===== src/rtl/ksa.sv =====
// ---------------------------------------------------------------------------
// ksa -- RC4 key-scheduling stage.
//
// Runs the RC4 key-scheduling recurrence over a 256x8 S array that already
// holds the identity permutation. The S array lives in a shared single-port
// memory with a registered address: read data appears one cycle after the
// address is presented. Each of the 256 iterations takes six cycles:
//   RD_I -> LD_I -> RD_J -> LD_J -> WR_I -> WR_J
// which is 1536 busy cycles per run and 512 writes.
//
// Handshake: rdy is high only in IDLE. A request is accepted on a rising
// edge where en = 1 and rdy = 1. rdy drops in the following cycle and stays
// low until the run completes. en while busy is ignored (not queued). rst
// takes priority over en.
//
// Parameters:
//   KEYLEN  key length in bytes (1..8)
//
// Ports:
//   clk     in   1          clock, rising edge
//   rst     in   1          synchronous active-high reset
//   en      in   1          start request
//   rdy     out  1          idle and able to accept en
//   key     in   8*KEYLEN   key, byte 0 is the most significant byte
//   addr    out  8          S memory address
//   rddata  in   8          S memory read data (valid one cycle after addr)
//   wrdata  out  8          S memory write data
//   wren    out  1          S memory write enable
// ---------------------------------------------------------------------------
module ksa #(
  parameter int KEYLEN = 3
) (
  input  logic                  clk,
  input  logic                  rst,
  input  logic                  en,
  output logic                  rdy,
  input  logic [8*KEYLEN-1:0]   key,
  output logic [7:0]            addr,
  input  logic [7:0]            rddata,
  output logic [7:0]            wrdata,
  output logic                  wren
);

  // Key index width; a 1-byte key still gets a 1-bit counter that stays 0.
  localparam int KW = (KEYLEN > 1) ? $clog2(KEYLEN) : 1;

  typedef enum logic [2:0] {
    IDLE,
    RD_I,
    LD_I,
    RD_J,
    LD_J,
    WR_I,
    WR_J
  } state_t;

  state_t              state;
  logic [7:0]          i;
  logic [7:0]          j;
  logic [KW-1:0]       kidx;
  logic [7:0]          si;
  logic [7:0]          sj;
  logic [8*KEYLEN-1:0] key_q;

  logic [7:0]          key_byte;
  logic [7:0]          j_next;

  // Select the current key byte with a plain mux over the latched key.
  always_comb begin
    key_byte = '0;
    for (int k = 0; k < KEYLEN; k++) begin
      if (kidx == KW'(k)) begin
        key_byte = key_q[8*(KEYLEN-k)-1 -: 8];
      end
    end
  end

  // j update uses rddata in LD_I; the result only reaches addr through a
  // register, so there is no combinational rddata -> addr path.
  assign j_next = j + rddata + key_byte;

  // All outputs are registered: the value loaded on a transition is what the
  // memory sees while the FSM sits in the destination state.
  always_ff @(posedge clk) begin
    if (rst) begin
      state  <= IDLE;
      i      <= '0;
      j      <= '0;
      kidx   <= '0;
      si     <= '0;
      sj     <= '0;
      key_q  <= '0;
      rdy    <= 1'b1;
      addr   <= '0;
      wrdata <= '0;
      wren   <= 1'b0;
    end else begin
      case (state)
        IDLE: begin
          if (en) begin
            i      <= '0;
            j      <= '0;
            kidx   <= '0;
            key_q  <= key;
            rdy    <= 1'b0;
            addr   <= '0;        // RD_I presents i = 0
            wrdata <= '0;
            wren   <= 1'b0;
            state  <= RD_I;
          end
        end

        RD_I: begin
          state <= LD_I;
        end

        LD_I: begin
          si    <= rddata;
          j     <= j_next;
          addr  <= j_next;       // RD_J presents the updated j
          state <= RD_J;
        end

        RD_J: begin
          state <= LD_J;
        end

        LD_J: begin
          sj     <= rddata;
          addr   <= i;
          wrdata <= rddata;      // WR_I writes old s[j] to s[i]
          wren   <= 1'b1;
          state  <= WR_I;
        end

        WR_I: begin
          addr   <= j;
          wrdata <= si;          // WR_J writes old s[i] to s[j]
          wren   <= 1'b1;
          state  <= WR_J;
        end

        WR_J: begin
          wren   <= 1'b0;
          wrdata <= '0;
          if (i == 8'hFF) begin
            rdy   <= 1'b1;
            addr  <= '0;
            state <= IDLE;
          end else begin
            i     <= i + 8'd1;
            addr  <= i + 8'd1;
            if (kidx == KW'(KEYLEN-1)) begin
              kidx <= '0;
            end else begin
              kidx <= kidx + KW'(1);
            end
            state <= RD_I;
          end
        end

        default: begin
          rdy    <= 1'b1;
          addr   <= '0;
          wrdata <= '0;
          wren   <= 1'b0;
          state  <= IDLE;
        end
      endcase
    end
  end

endmodule


===== config.mk =====
export PLATFORM = sky130hd
export DESIGN_NAME = ksa
export DESIGN_NICKNAME = d
export VERILOG_FILES = /design/src/rtl/ksa.sv
export SDC_FILE = /design/constraint.sdc
export NUM_CORES = 1
export LEC_CHECK = 0
export ABC_AREA = 0
export BUFFER_PORTS_ARGS = -buffer_cell sky130_fd_sc_hd__buf_2
export CORE_ASPECT_RATIO = 1.75
export CORE_MARGIN = 3
export CORE_UTILIZATION = 57
export DETAILED_ROUTE_END_ITERATION = 7
export PLACE_DENSITY_LB_ADDON = 0.2
export SLEW_MARGIN = 20
export SYNTH_ARGS = -nofsm -noshare
export SYNTH_HDL_FRONTEND = slang
export SYNTH_SLANG_ARGS = --single-unit

===== constraint.sdc =====
create_clock -name clk -period 3.2 [get_ports clk]
set_input_delay 0.16 -clock clk [delete_from_list [all_inputs] [get_ports clk]]
set_output_delay 0.16 -clock clk [all_outputs]
set_load 0.01 [all_outputs]

==> results of run 1 <==
==> state kept, by name, summed over array words and instances (netlist names) <==
signal,cells
kidx,2
i,8
wren,1
j,8
rdy,1
state,3
wrdata,8
key_q,24
addr,8
si,8
==> worst min path at each step <==
| stage | start | endpoint | slack [ns] |
|---|---|---|---|
| 4_1_cts | key[10] | key_q[10] | 0.04 |
| 2_1_floorplan | key[0] | key_q[0] | 0.30 |
| 5_1_grt | key[13] | key_q[13] | 0.05 |
| 3_5_place_dp | key[10] | key_q[10] | 0.41 |
| 3_3_place_gp | key[19] | key_q[19] | 0.40 |
| 6_report | key[19] | key_q[19] | 0.05 |
==> per-layer routing <==
layer	vias to the layer above	wire length [um]	global-route usage [%]	share of wire [%]
li1	1572	-	-	-
met1	1497	3455	29.85	39
met2	106	4769	45.26	53
met3	20	401	5.146	4.5
met4	0	327	10.85	3.7
met5	-	0	0	0
==> power breakdown <==
group          switching, mW  leakage [nW]  total, mW  internal (mW)
Combinational          0.205         0.896      0.344          0.138
Sequential            0.0393         0.577      0.969          0.930
Clock                  0.330         0.126      0.925          0.596
Total                  0.574          1.60       2.24           1.66
==> cell usage in the layout (no fill, tap or decap), types with 2 or more instances in the layout <==
cell and instances:
buf_2 52, nor2_1 38, xor2_1 2, clkbuf_8 9
and3_1 2, dfxtp_1 71, nand3b_1 3, buf_4 7
mux2_2 2, inv_1 9, a31oi_1 2, nor2b_1 2
nand3_1 6, o21ai_1 2, a311oi_1 3, o21a_1 3
a222oi_1 3, nor3_1 3, o21ai_0 12, a21oi_1 67
ha_1 7, nand4_1 2, o31ai_1 3, bufinv_16 4
a22oi_1 3, mux2i_1 22, or3_1 2, fa_1 8
xnor2_1 8, nand2_1 93, o2bb2ai_1 3
==> area by class of cell <==
type                            count  area (um2)  area share [%]
Clock buffer                       10       127.6           3.118
Tap cell                           78       97.59           2.385
Clock inverter                      6       132.6           3.241
Multi-Input combinational cell    322        1963           47.97
Timing Repair Buffer               59       312.8           7.643
Sequential cell                    71        1421           34.73
Inverter                           10       37.54          0.9171
==> critical path, stage by stage, from the launching register on <==
cell and delay, ns:
dfxtp_1 0.42, buf_4 0.19, mux2i_1 0.18, o21ai_0 0.12, fa_1 0.54, inv_1 0.07, fa_1 0.46, nor2b_1 0.16
o31ai_1 0.10, a21oi_1 0.16, xnor2_1 0.11, a32o_2 0.23
==> kinds of logic (layout without fill, tap and decap cells) <==
logic type | after synthesis | in the layout
DFF | 71 | 71
buffers and inverters | 41 | 85
and+or+nand+nor | 161 | 161
adders and majority gates | 15 | 15
AOI/OAI and AO/OA | 111 | 111
muxes | 25 | 25
xor gates and xnor gates | 10 | 10
==> results.toml, run 1 <==
[place]
place_congestion = 0.9248
numPlacedInstances = 540
port_buffers = 52
pre_cts_ws_ns = 0.3724
place_area_um2 = 3832
dpl.hpwl_um = 6741

[grt]
grt_max_degree = 47
grt_pass1_vias = 3115
grtUsageTotal_pct = 25.93
antenna_found_initial = 0
grt_pass1_wl_um = 14730
gr-total-overflow = 0

[floorplanning]
initial_core_util_pct = 60.15
dieArea_um2 = 7380
fp.dieW_um = 66.24
die_h_um = 111.4
coreArea_um2 = 6018
ios = 53
rows = 37

[synth]
synth.net_count = 484
synth-seq-cells = 71
synth_sequential_area_ratio_pct = 39.27
synth_top_area_share_pct = 39.27
synth.area.top_cells = "dfxtp_1 (39%), nand2_1 (9.6%), a21oi_1 (9.3%)"
synth_warnings = 0
synth_top_family_by_area = "simple AND/OR/NAND/NOR gates"
synthMuxAreaShare_pct = 7.017
synth-compound-area-share_pct = 18.32
synth-async-reset-ratio_pct = 0
ys.flop_type = "dfxtp_1"
synthDistinctLibCells = 54
synth-simple-area-share_pct = 19.63
synth_fa_ha_area_share_pct = 6.844
synth_common_cells = "nand2_1 (93), dfxtp_1 (71), a21oi_1 (67)"
syn_area_um2 = 3620
avgSynthCellArea_um2 = 8.340
yosysTopAreaCell = "dfxtp_1"
synth-edff-count = 0
synth-xor-area-share_pct = 2.420
yosysMostFrequentCell = "nand2_1"
synthCells = 434

[sta]
timing.fmax_mhz = 352.1
fin_skew_ns = 0.009307
drv_slew = 0
slew_headroom_pct = 30.79
max_slew.worst_pin.slew_ns = 1.035
period_minus_slack_ns = 2.840
hold_viol_final = 0
rsz0062_at_grt = "false"
tns_ns = 0
timing.hold.ws_ns = 0.04902
finalSetupViolCount = 0
period_share_pct = 88.74
setup_slack_ns = 0.3602

[layout]
nNetsFinal = 523
synthToLayoutAreaGrowth_pct = 13.07
drive_gt1_share_pct = 17.78
utilization_pct = 68.00
fin_area_um2 = 4093
n_fill_cell = 536
fin_cells = 556
diodes = 0

[worst_setup_path]
cp-end-kind = "flip-flop"
reg2reg_depth = 11
cp-start-kind = "flip-flop"
critPathKind = "reg -> reg"
r2r_start = "kidx[1]"
cp.required_ns = 3.43
cp.arrival_ns = 3.07
r2r_setup_slack_ns = 0.36
critPathLaunch = "kidx[1]"
critPathMaxFanout = 6
crit_end = "j[7]"
timing.rr.end = "j[7]"

[clock_network]
cts.sinks = 71
cts_root_buf = "clkbuf_8"
cts_buffers = 9
clk_path_buf_depth = 2
cts_resized = 0
cts_setup_buffers = 0
clk_latency_ns = 0.34
tritoncts = "built"
htreeDepth = 3
path_clk_slew_ns = 0.08
hold_buffers = 0

[drt]
routed_via_density = 5.746
drtIter0Drc = 313
num_vias = 3195
post_drt_wl_per_cell_um = 16.10
routed_wl_um = 8953
route.antenna.remaining_nets = 0
route.detailed.drc = 0
first_pass_iters = 5

[outcome]
outcome = "complete, no violations"

[power_and_ir_drop]
p_per_area_nw_per_um2 = 546.8
p_leak_nw = 1.600
p_total_mw = 2.238
vdd_drop_max_v = 0.0004631

[worst_hold_path]
hold_path.class = "in -> reg"
min_path_cells = 3

[flow_run]
drv_cap = 0
Note: power is estimated with default switching activity, not from simulation.
==> inputs of run 2 (changes only) <==
Settings changed: CORE_MARGIN 3 to 1.5, CTS_CLUSTER_SIZE set to 12.
==> run 2 against run 1 <==
  * Critical path depth shrank 1
  * Total power shrank 10%
  * Largest power group unchanged
  * Sequential share of layout area grew 0.55 points
  * First-iteration DRC count shrank 32%
  * Wire length grew 0.30%
  * Combinational power is essentially flat
  * Cell count grew 0.36%
==> results.toml, run 2 (synthesis gave the netlist of run 1 again) <==
[flow_run]
drv_cap = 0

[worst_hold_path]
holdCritStartpoint = "key[6]"
hold_path.class = "in -> reg"
min_path_cells = 3
min_to = "key_q[6]"

[layout]
nNetsFinal = 523
layout_commonest_cell = "nand2_1"
n_fill_cell = 565
diodes = 0
synthToLayoutAreaGrowth_pct = 11.30
fin_cells = 558
largest_reg_flops = 24
drive_gt1_share_pct = 17.99
layout_common_cells = "nand2_1 (93), dfxtp_1 (71), a21oi_1 (67)"
largest_register = "key_q"

[clock_network]
cts_resized = 0
clk_path_buf_depth = 2
path_clk_slew_ns = 0.07
htreeDepth = 3
cts.sinks = 71
cts_root_buf = "clkbuf_8"
cts_setup_buffers = 0
tritoncts = "built"
hold_buffers = 0
cts_buffers = 9
clk_latency_ns = 0.36

[outcome]
outcome = "complete, no violations"

[grt]
grt_max_degree = 32
grtUsageTotal_pct = 27.94
grtUsageMet3_pct = 7.388
grt_pass1_wl_um = 14370
antenna_found_initial = 0
grtUsageMet1_pct = 29.07
gr-total-overflow = 0
use_met2_pct = 50.68
busiest_layer = "met2"
grt_pass1_vias = 3031

[worst_setup_path]
cp.required_ns = 3.42
critPathMaxFanout = 8
cp-start-kind = "flip-flop"
cp.arrival_ns = 3.27
critPathKind = "reg -> reg"
r2r_setup_slack_ns = 0.14
cp-end-kind = "flip-flop"
timing.rr.end = "addr[6]"
r2r_start = "kidx[1]"
reg2reg_depth = 10

[power_and_ir_drop]
vdd_drop_max_v = 0.0003755
p_per_area_nw_per_um2 = 498.5
p_leak_nw = 1.577

[sta]
finalSetupViolCount = 0
max_slew.worst_pin.slew_ns = 0.8516
drv_slew = 0
period_share_pct = 95.49
timing.fmax_mhz = 327.3
rsz0062_at_grt = "false"
fin_skew_ns = 0.007356
period_minus_slack_ns = 3.056
tns_ns = 0
slew_headroom_pct = 43.15
hold_viol_final = 0

[place]
numPlacedInstances = 542
dpl.hpwl_um = 6737
port_buffers = 52
place_congestion = 0.9186

[drt]
routed_via_density = 5.652
route.detailed.drc = 0
drtIter0Drc = 213
route.antenna.remaining_nets = 0
first_pass_iters = 4
routed_wl_um = 8980
post_drt_wl_per_cell_um = 16.09
num_vias = 3154

[floorplanning]
coreArea_um2 = 6181
ios = 53
die_h_um = 108.4
dieArea_um2 = 6856
rows = 38
fp.dieW_um = 63.24
initial_core_util_pct = 58.56
==> run 2: cell count changes in the layout (fill, tap and decap cells not counted) <==
cell and delta:
clkinvlp_4 -1, clkbuf_1 -1, clkinv_2 +2, bufinv_16 -4, clkbuf_8 +4
==> run 2: worst max-delay path, stage by stage (launching register included) <==
cell,delay [ns]
dfxtp_1,0.37
nor2b_1,0.44
nand2_1,0.11
o21ai_0,0.13
fa_1,0.48
ha_1,0.33
a211oi_1,0.29
o21bai_1,0.14
mux2i_1,0.13
a311oi_1,0.36
a31oi_1,0.13
==> run 2: layout make-up <==
type / instances / area (um2) / area share [%]
Clock buffer: 13 / 178.9 / 4.441
Clock inverter: 3 / 15.01 / 0.3727
Inverter: 10 / 37.54 / 0.9317
Multi-Input combinational cell: 322 / 1963 / 48.73
Sequential cell: 71 / 1421 / 35.28
Tap cell: 80 / 100.1 / 2.484
Timing Repair Buffer: 59 / 312.8 / 7.764
==> run 2: worst max-delay path by stage <==
stage | from | end | slack (ns) | cells past startpoint
after global placement | kidx[1] | addr[6] | 0.34 | 10
final | kidx[1] | addr[6] | 0.14 | 10
after detailed placement | kidx[1] | addr[6] | 0.18 | 10
after CTS | kidx[1] | addr[6] | 0.16 | 10
after global routing | kidx[1] | addr[6] | 0.02 | 10
after floorplan | kidx[1] | j[7] | 0.57 | 12
==> run 2: stage by stage <==
step	setup slack (ns)	util, %	power, mW	cell area [um2]	hold WS (ns)
4_1_cts	0.1613	65.18	2.020	4029	0.02346
3_5_place_dp	0.1836	62.04	1.338	3835	0.4066
2_1_floorplan	0.5748	-	1.238	3620	0.2960
3_3_place_gp	0.3439	62.04	1.329	3835	0.3999
5_1_grt	0.02081	65.18	2.101	4029	0.02718
6_report	0.1444	65.18	2.008	4029	0.03376
==> run 2: where the power goes <==
group          total [mW]  switching, mW  internal [mW]  leakage (nW)
clock network       0.689          0.327          0.362         0.105
registers           0.974         0.0437          0.930         0.577
logic               0.345          0.205          0.141         0.895
==> run 2: metal layers <==
metal  routed length [um]  share of wire (%)  vias up
met3                  477                5.3       22
li1                     -                  -     1569
met2                 4792                 53       93
met1                 3408                 38     1470
met4                  302                3.4        0
met5                    0                  0        -
